--- src/rtl/clock_pkg.sv ---
// Shared types and helpers for the BCD countdown timer: state encoding,
// the 59 constant, packed-BCD decrement and load validation.
package clock_pkg;

  typedef enum logic [1:0] {ST_IDLE, ST_RUN, ST_PAUSE, ST_DONE} state_e;

  localparam logic [7:0] BCD_59 = 8'h59;

  // One-step packed-BCD decrement; 00 stays 00, wrap is the caller's job.
  function automatic logic [7:0] bcd_dec(input logic [7:0] v);
    if (v == 8'h00)        return 8'h00;
    else if (v[3:0] == '0) return {v[7:4] - 4'd1, 4'd9};
    else                   return {v[7:4], v[3:0] - 4'd1};
  endfunction

  // Packed-BCD ordering matches numeric ordering once digits are legal.
  function automatic logic load_ok(input logic [7:0] lm, input logic [7:0] ls,
                                   input logic [7:0] max_min);
    return (lm[7:4] <= 4'd9) && (lm[3:0] <= 4'd9) &&
           (ls[7:4] <= 4'd5) && (ls[3:0] <= 4'd9) && (lm <= max_min);
  endfunction

endpackage

--- src/rtl/bcd_down60.sv ---
// 00-59 packed-BCD down-counter; borrow fires on the step that wraps 00 -> 59.
module bcd_down60
  import clock_pkg::*;
(
  input  logic       clk,
  input  logic       rst,
  input  logic       en,
  input  logic       ld,
  input  logic [7:0] ld_val,
  output logic [7:0] cnt,
  output logic       borrow
);

  logic [7:0] cnt_q, cnt_d;

  always_comb begin
    cnt_d = cnt_q;
    if (ld)       cnt_d = ld_val;
    else if (en)  cnt_d = (cnt_q == 8'h00) ? BCD_59 : bcd_dec(cnt_q);
  end

  always_ff @(posedge clk or negedge rst) begin
    if (!rst) cnt_q <= 8'h00;
    else      cnt_q <= cnt_d;
  end

  assign cnt    = cnt_q;
  assign borrow = en && !ld && (cnt_q == 8'h00);

endmodule

--- src/rtl/bcd_countdown.sv ---
// MM:SS countdown timer with load/start/pause control and a tick-timed alarm
// after expiry. Everything visible is registered.
module bcd_countdown
  import clock_pkg::*;
#(
  parameter logic [7:0] MAX_MIN     = 8'h59,
  parameter int         ALARM_TICKS = 10
) (
  input  logic       clk,
  input  logic       rst,
  input  logic       tick,
  input  logic       load,
  input  logic [7:0] load_min,
  input  logic [7:0] load_sec,
  input  logic       start,
  input  logic       pause,
  output logic [7:0] min,
  output logic [7:0] sec,
  output logic       busy,
  output logic       done,
  output logic       alarm
);

  localparam int ACW = (ALARM_TICKS > 1) ? $clog2(ALARM_TICKS + 1) : 1;

  state_e           state_q, state_d;
  logic [7:0]       min_q, min_d;
  logic [ACW-1:0]   acnt_q, acnt_d;
  logic             busy_q, busy_d, done_q, done_d, alarm_q, alarm_d;
  logic [7:0]       sec_cnt;
  logic             sec_borrow;
  logic             ld_ok, ld_take, run_tick, expire;

  // A load outside RUN owns the cycle: valid captures, invalid freezes.
  assign ld_ok    = load_ok(load_min, load_sec, MAX_MIN);
  assign ld_take  = load && (state_q != ST_RUN) && ld_ok;
  assign run_tick = (state_q == ST_RUN) && tick && !pause;
  assign expire   = run_tick && (min_q == 8'h00) && (sec_cnt == 8'h01);

  bcd_down60 u_sec (
    .clk    (clk),
    .rst    (rst),
    .en     (run_tick),
    .ld     (ld_take),
    .ld_val (load_sec),
    .cnt    (sec_cnt),
    .borrow (sec_borrow)
  );

  // next-state
  always_comb begin
    state_d = state_q;
    case (state_q)
      ST_IDLE, ST_PAUSE: begin
        if (load) begin
          if (ld_ok) state_d = ST_IDLE;
        end else if (start && !pause && ({min_q, sec_cnt} != 16'h0000)) begin
          state_d = ST_RUN;
        end
      end
      ST_RUN: begin
        if (pause)       state_d = ST_PAUSE;
        else if (expire) state_d = ST_DONE;
      end
      ST_DONE: if (ld_take) state_d = ST_IDLE;
      default: state_d = ST_IDLE;
    endcase
  end

  // datapath and registered outputs
  always_comb begin
    min_d = min_q;
    if (ld_take)         min_d = load_min;
    else if (sec_borrow) min_d = bcd_dec(min_q);

    acnt_d = acnt_q;
    if (ld_take)
      acnt_d = '0;
    else if (expire)
      acnt_d = ACW'(ALARM_TICKS);
    else if ((state_q == ST_DONE) && tick && !load && (acnt_q != '0))
      acnt_d = acnt_q - 1'b1;

    busy_d  = (state_d == ST_RUN);
    done_d  = (state_d == ST_DONE);
    alarm_d = (acnt_d != '0);
  end

  always_ff @(posedge clk or negedge rst) begin
    if (!rst) begin
      state_q <= ST_IDLE;
      min_q   <= 8'h00;
      acnt_q  <= '0;
      busy_q  <= 1'b0;
      done_q  <= 1'b0;
      alarm_q <= 1'b0;
    end else begin
      state_q <= state_d;
      min_q   <= min_d;
      acnt_q  <= acnt_d;
      busy_q  <= busy_d;
      done_q  <= done_d;
      alarm_q <= alarm_d;
    end
  end

  assign min   = min_q;
  assign sec   = sec_cnt;
  assign busy  = busy_q;
  assign done  = done_q;
  assign alarm = alarm_q;

endmodule

--- config.mk ---
export PLATFORM = sky130hd
export DESIGN_NAME = bcd_countdown
export DESIGN_NICKNAME = d
export VERILOG_FILES = /design/src/rtl/clock_pkg.sv /design/src/rtl/bcd_down60.sv /design/src/rtl/bcd_countdown.sv
export SDC_FILE = /design/constraint.sdc
export NUM_CORES = 1
export LEC_CHECK = 0
export CAP_MARGIN = 20
export CELL_PAD_IN_SITES_DETAIL_PLACEMENT = 0
export CELL_PAD_IN_SITES_GLOBAL_PLACEMENT = 1
export CORE_MARGIN = 4
export CORE_UTILIZATION = 38
export CTS_BUF_LIST = sky130_fd_sc_hd__clkbuf_16
export DETAILED_ROUTE_END_ITERATION = 8
export GPL_ROUTABILITY_DRIVEN = 0
export PLACE_DENSITY = 0.81
export SLEW_MARGIN = 20
export SYNTH_ARGS = -nofsm -noshare
export SYNTH_HDL_FRONTEND = slang
export SYNTH_SLANG_ARGS = --single-unit
--- constraint.sdc ---
create_clock -name clk -period 3.3 [get_ports clk]
set_input_delay 0.99 -clock clk [delete_from_list [all_inputs] [get_ports clk]]
set_output_delay 0.99 -clock clk [all_outputs]
set_load 0.02 [all_outputs]
==> results of run 1 <==
## cells in the mapped netlist, types with 2 or more instances
master,n
a21oi_1,12
nor3_1,8
nand4_1,2
xnor2_1,2
nand3_1,3
clkbuf_1,3
xor2_1,3
dfrtp_1,25
ha_1,4
o21ai_0,16
nand2b_1,3
inv_1,12
nor2_1,17
nor4b_1,2
mux2i_1,5
mux2_2,2
or3_1,5
nand2_1,18
nor3b_1,4
## layout make-up
type / instances / area, µm² / share of cell area (%)
well taps: 48 / 60.1 / 2.93
inverters: 12 / 45.0 / 2.20
multi-input cells: 128 / 818 / 39.9
clock buffers: 3 / 75.1 / 3.66
repair buffers: 43 / 423 / 20.6
flip-flops and latches: 25 / 626 / 30.5
clock inverters: 1 / 3.75 / 0.183
## routing by layer
layer  routed length, µm  track usage [%]  part of all wire (%)
met1                1580             17.9                    45
met4                  30             4.18                  0.85
met2                1760             25.1                    50
met5                   0                0                     0
met3                 149             1.96                   4.2
## registers in the layout, summed over array words and instances (netlist names)
name	count
acnt_q	4
alarm	1
busy	1
done	1
min	8
state_q	2
u_sec.cnt	8
## through the flow
step / std cells / total power (W) / utilization [%] / instance area [µm²] / setup slack (ns)
floorplan: 171 / 0.000961 / - / 1520 / 1.07
global placement: 256 / 0.00126 / 52.3 / 1970 / 0.376
detailed placement: 256 / 0.00127 / 52.3 / 1970 / 0.336
CTS: 260 / 0.00154 / 54.4 / 2050 / 0.589
global route: 260 / 0.00163 / 54.4 / 2050 / 0.484
finish: 260 / 0.00152 / 54.4 / 2050 / 0.591
## kinds of logic after synthesis
logic type / synth area share (%)
AND/OR/NAND/NOR: 28.9
XOR/XNOR: 2.87
buffers and inverters: 5.25
AO/OA/AOI/OAI: 13.9
multiplexers: 4.76
adder cells (fa/ha/maj): 3.28
flip-flops: 41.1
## worst min-delay path, cell delays in order, from the launching register on
cell	delay, ns
dfrtp_1	0.42
inv_1	0.08
a21oi_1	0.05
## worst max path at each step
stage | startpoint | to | slack (ns) | depth (start not counted)
global route | pause | u_sec.cnt[7] | 0.48 | 6
floorplan | load_min[7] | min[6] | 1.07 | 6
CTS | pause | u_sec.cnt[7] | 0.59 | 6
finish | pause | u_sec.cnt[7] | 0.59 | 6
global placement | pause | acnt_q[0] | 0.38 | 6
detailed placement | pause | u_sec.cnt[7] | 0.34 | 6
## power by group through the flow
stage	registers, W	clock network [W]	logic [W]
after floorplan	0.000630	0	0.000331
after global placement	0.000543	0	0.000716
after detailed placement	0.000548	0	0.000723
after CTS	0.000544	0.000265	0.000729
after global routing	0.000559	0.000277	0.000798
final	0.000543	0.000260	0.000721
==> impl_metrics.tcl, run 1 <==
set metrics [dict create \
    slew_violations 0 \
    root_buffer "clkbuf_16" \
    die_h_um 71.3 \
    skew_ns 0.00361 \
    min_from "state_q[0]" \
    worst-path-buf-inv 1 \
    yosysTopAreaCell "dfrtp_1" \
    power_density_nw_per_um2 743 \
    vias 1348 \
    synth_cell_types 44 \
    cp_cell_sequence "clkdlybuf4s50_1, and4bb_1, nand3_1, nor4_1, mux2i_1, nor2_1" \
    r2r-end "acnt_q[0]" \
    pin_count 41 \
    setup_violations 0 \
    cts_tree "built" \
    rsz0062_at_grt "no" \
    period_share_pct 82.1 \
    synth_nets 197 \
    firstDrtPassIters 4 \
    synth.top_cell.area_share_pct 41.1 \
    synth_seq_cells 25 \
    layout.nets 239 \
    crit_family "simple AND/OR/NAND/NOR gates" \
    hp-class "reg2reg" \
    worst_r2r_path_depth 7 \
    p_int_w 0.000916 \
    clk_pin_slew_worst_paths_ns 0.06 \
    p_seq_share_pct 35.6 \
    synth_edf_count 0 \
    relSlewSlack_pct 62.3 \
    rows 22 \
    drc_errors 0 \
    cp_slowest_cell "and4bb_1" \
    end_kind "flop" \
    grt_max_degree 26 \
    r2r_setup_slack_ns 1.23 \
    synth_area_um2 1520 \
    max_freq_mhz 369 \
    globalRouteOverflowTotal 0 \
    dp_hpwl_mm 2.77 \
    cts_made_buffers 3 \
    io_buffers 40 \
    grt_pass1_vias 1360 \
    synthFlopType "dfrtp_1" \
    worstPathMaxFanout 8 \
    cts_setup_buffers 0 \
    ys.warnings.count 0 \
    critical_path_class "in2reg" \
    antennaDiodeCount 0 \
    track_usage_pct 14.2 \
    drtIter0Drc 51 \
    avgSynthCellArea_um2 8.91 \
    antenna_found_initial 0 \
    layout_min_cycle_time_ns 2.71 \
    leakagePower_nw 0.822 \
    comb_power_share_pct 47.3 \
    crit_path_start_kind "primary input" \
    ir_worst_vdd_uv 404 \
    setup_tns_ns 0 \
    synth_cells 171 \
    async_flop_share_pct 100 \
    p_clk_share_pct 17.1 \
    cts.sinks 25 \
    grt_first_pass_wirelength_mm 5.99 \
    routed_wirelength_mm 3.52 \
    critPathArrivalTime_ns 2.85 \
    whs_endpoint "done" \
    cp_slowest_stage_delay_ns 0.55 \
    cp_data_required_time_ns 3.44 \
    fillers 333 \
    holdPathStages 2 \
    initial_core_util_pct 40.4 \
    worstMarginPinSlew_ns 0.565 \
    reg2reg_from "u_sec.cnt[4]" \
    drive_gt1_share_pct 7.08 \
    switching_share_pct 39.9 \
    yosysSeqAreaShare_pct 41.1 \
    fp.coreArea_um2 3770 \
    synth_area_leaders "dfrtp_1, o21ai_0, nand2_1, nor2_1, a21oi_1" \
    switching_power_w 0.000608 \
    wl_per_cell_um 13.5 \
    vias_per_cell 5.18 \
    ctsHtreeMaxLevel 1 \
    finalHoldViolCount 0 \
    synthToLayoutAreaGrowth_pct 34.6 \
    whs_ns 0.585 \
    cts_hold_buf 0 \
    cts_resized 0 \
    antenna_left 0 \
    clockBufferDepth 2 \
    cap_violations 0 \
    outcome "finished clean" \
    final_common_cell "clkdlybuf4s50_1" \
    die_x_um 71.3 \
    dieArea_um2 5090 \
    final_cell_mix "clkdlybuf4s50_1, dfrtp_1, nand2_1" \
    clk_latency_ns 0.25 \
]
Note: power is estimated with default switching activity, not from simulation.
==> run 2, diff against run 1 <==
CORE_UTILIZATION = 35   (was 38)
PLACE_DENSITY = 0.75   (was 0.81)
clock period = 2.54 ns   (was 3.3 ns; I/O delays follow)
==> run 2 against run 1 <==
  * Register-to-register slack worse by 0.74 ns
  * Die area is 7.6% higher
  * Global-route usage is 0.27 points higher
  * Power is 32% higher
  * Largest cell class unchanged
  * Sequential share of layout area is 1.1 points lower
  * Sequential power is 30% higher
  * Critical path type unchanged
  * Via count is 3.6% higher
==> impl_metrics.tcl, run 2 (same netlist as run 1, synthesis figures left out) <==
set metrics [dict create \
    clk_latency_ns 0.26 \
    reg2reg_from "min[0]" \
    cp_slowest_cell "and4bb_1" \
    switching_share_pct 39.9 \
    routed_wirelength_mm 3.70 \
    die_x_um 74.0 \
    dieArea_um2 5470 \
    pin_count 41 \
    p_int_w 0.00121 \
    whs_endpoint "done" \
    worst_r2r_path_depth 7 \
    cts_hold_buf 0 \
    wl_per_cell_um 13.8 \
    place_area_um2 2050 \
    switching_power_w 0.000800 \
    cts_tree "built" \
    cp_data_required_time_ns 2.69 \
    firstDrtPassIters 4 \
    final_cell_mix "clkdlybuf4s50_1, dfrtp_1, nand2_1" \
    finalHoldViolCount 0 \
    io_buffers 40 \
    p_seq_share_pct 35.1 \
    power_density_nw_per_um2 944 \
    vias_per_cell 5.21 \
    multiInputGateArea_um2 821 \
    cts.sinks 25 \
    regArea_um2 626 \
    critPathArrivalTime_ns 2.42 \
    min_from "state_q[0]" \
    cts_made_buffers 3 \
    end_kind "flop" \
    cp_slowest_stage_delay_ns 0.44 \
    r2r_setup_slack_ns 0.49 \
    final_common_cell "clkdlybuf4s50_1" \
    skew_ns 0.00273 \
    drive_gt1_share_pct 10.1 \
    fp.coreArea_um2 4120 \
    cts_setup_buffers 0 \
    leakagePower_nw 0.860 \
    critical_path_class "in2reg" \
    max_freq_mhz 439 \
    cp_cell_sequence "clkdlybuf4s50_1, and4bb_1, nand3b_1, or3_1, or2b_1, nor2_1" \
    synthToLayoutAreaGrowth_pct 39.5 \
    cts_resized 0 \
    grt_max_degree 26 \
    stdcell_count 268 \
    final_cell_area_um2 2130 \
    whs_ns 0.593 \
    initial_core_util_pct 37.0 \
    ctsHtreeMaxLevel 1 \
    dp_hpwl_mm 2.91 \
    antenna_left 0 \
    antenna_found_initial 0 \
    layout_min_cycle_time_ns 2.28 \
    die_h_um 74.0 \
    comb_power_share_pct 47.8 \
    antennaDiodeCount 0 \
    hp-class "reg2reg" \
    rows 23 \
    slew_violations 0 \
    cap_violations 0 \
    setup_violations 0 \
    grt_pass1_vias 1429 \
    period_share_pct 89.6 \
    vias 1396 \
    ir_worst_vdd_uv 522 \
    crit_path_start_kind "primary input" \
    clockBufferDepth 2 \
    dp.cells 264 \
    r2r-end "acnt_q[0]" \
    layout.nets 245 \
    root_buffer "clkbuf_16" \
    fillers 399 \
    holdPathStages 2 \
    relSlewSlack_pct 68.1 \
    drtIter0Drc 43 \
    drc_errors 0 \
    globalRouteOverflowTotal 0 \
    grt_first_pass_wirelength_mm 6.36 \
    worstPathMaxFanout 7 \
    rsz0062_at_grt "no" \
    p_clk_share_pct 17.2 \
    clk_pin_slew_worst_paths_ns 0.06 \
    worstMarginPinSlew_ns 0.477 \
    outcome "finished clean" \
    track_usage_pct 14.5 \
]
[run 2: cell count changes in the layout (fill, tap and decap cells not counted)]
cell | previous run | this run
buf_12 | 0 | 2
nor2b_1 | 1 | 0
buf_4 | 3 | 7
nor2b_2 | 0 | 1
[run 2: power groups by stage]
| stage | combinational (W) | sequential [W] | clock (W) |
|---|---|---|---|
| CTS | 0.000973 | 0.000704 | 0.000354 |
| detailed placement | 0.000967 | 0.000708 | 0 |
| floorplan | 0.000430 | 0.000819 | 0 |
| global placement | 0.000953 | 0.000705 | 0 |
| finish | 0.000959 | 0.000704 | 0.000344 |
| global route | 0.00106 | 0.000731 | 0.000370 |
[run 2: worst max path at each step]
stage                startpoint        end  slack (ns)
global route              pause     min[5]        0.14
CTS                       pause  acnt_q[0]        0.25
global placement          pause  acnt_q[2]        0.07
detailed placement        pause  acnt_q[0]      -0.006
finish                    pause  acnt_q[0]        0.26
floorplan           load_min[7]     min[6]        0.54
[run 2: metal layers]
metal  share of wire (%)  GRT usage (%)  wire, µm  up-vias
met5                   0              0         0        -
met4                0.78           2.62        29        0
met3                 5.3           3.51       196        6
met2                  50           26.3      1860       31
met1                  44           17.5      1610      661
li1                    -              -         -      698
[run 2: layout make-up]
class                   count  share of cell area [%]
multi-input cells         128                    38.6
flip-flops and latches     25                    29.4
repair buffers             49                    23.2
clock buffers               3                    3.53
well taps                  50                    2.94
inverters                  12                    2.12
clock inverters             1                   0.177
[run 2: critical path, delay by kind of cell]
kind / cells / cell delay, ns
buffers and inverters: 1 / 0.43
AND/OR/NAND/NOR: 5 / 1.24
[run 2: per-stage QoR]
step,setup TNS [ns],util [%],setup WS (ns),power (W)
floorplan,0,-,0.540,0.00125
CTS,0,51.7,0.252,0.00203
global route,0,51.7,0.141,0.00216
finish,0,51.7,0.264,0.00201
detailed placement,-0.00750,49.7,-0.00562,0.00168
global placement,0,49.7,0.0668,0.00166
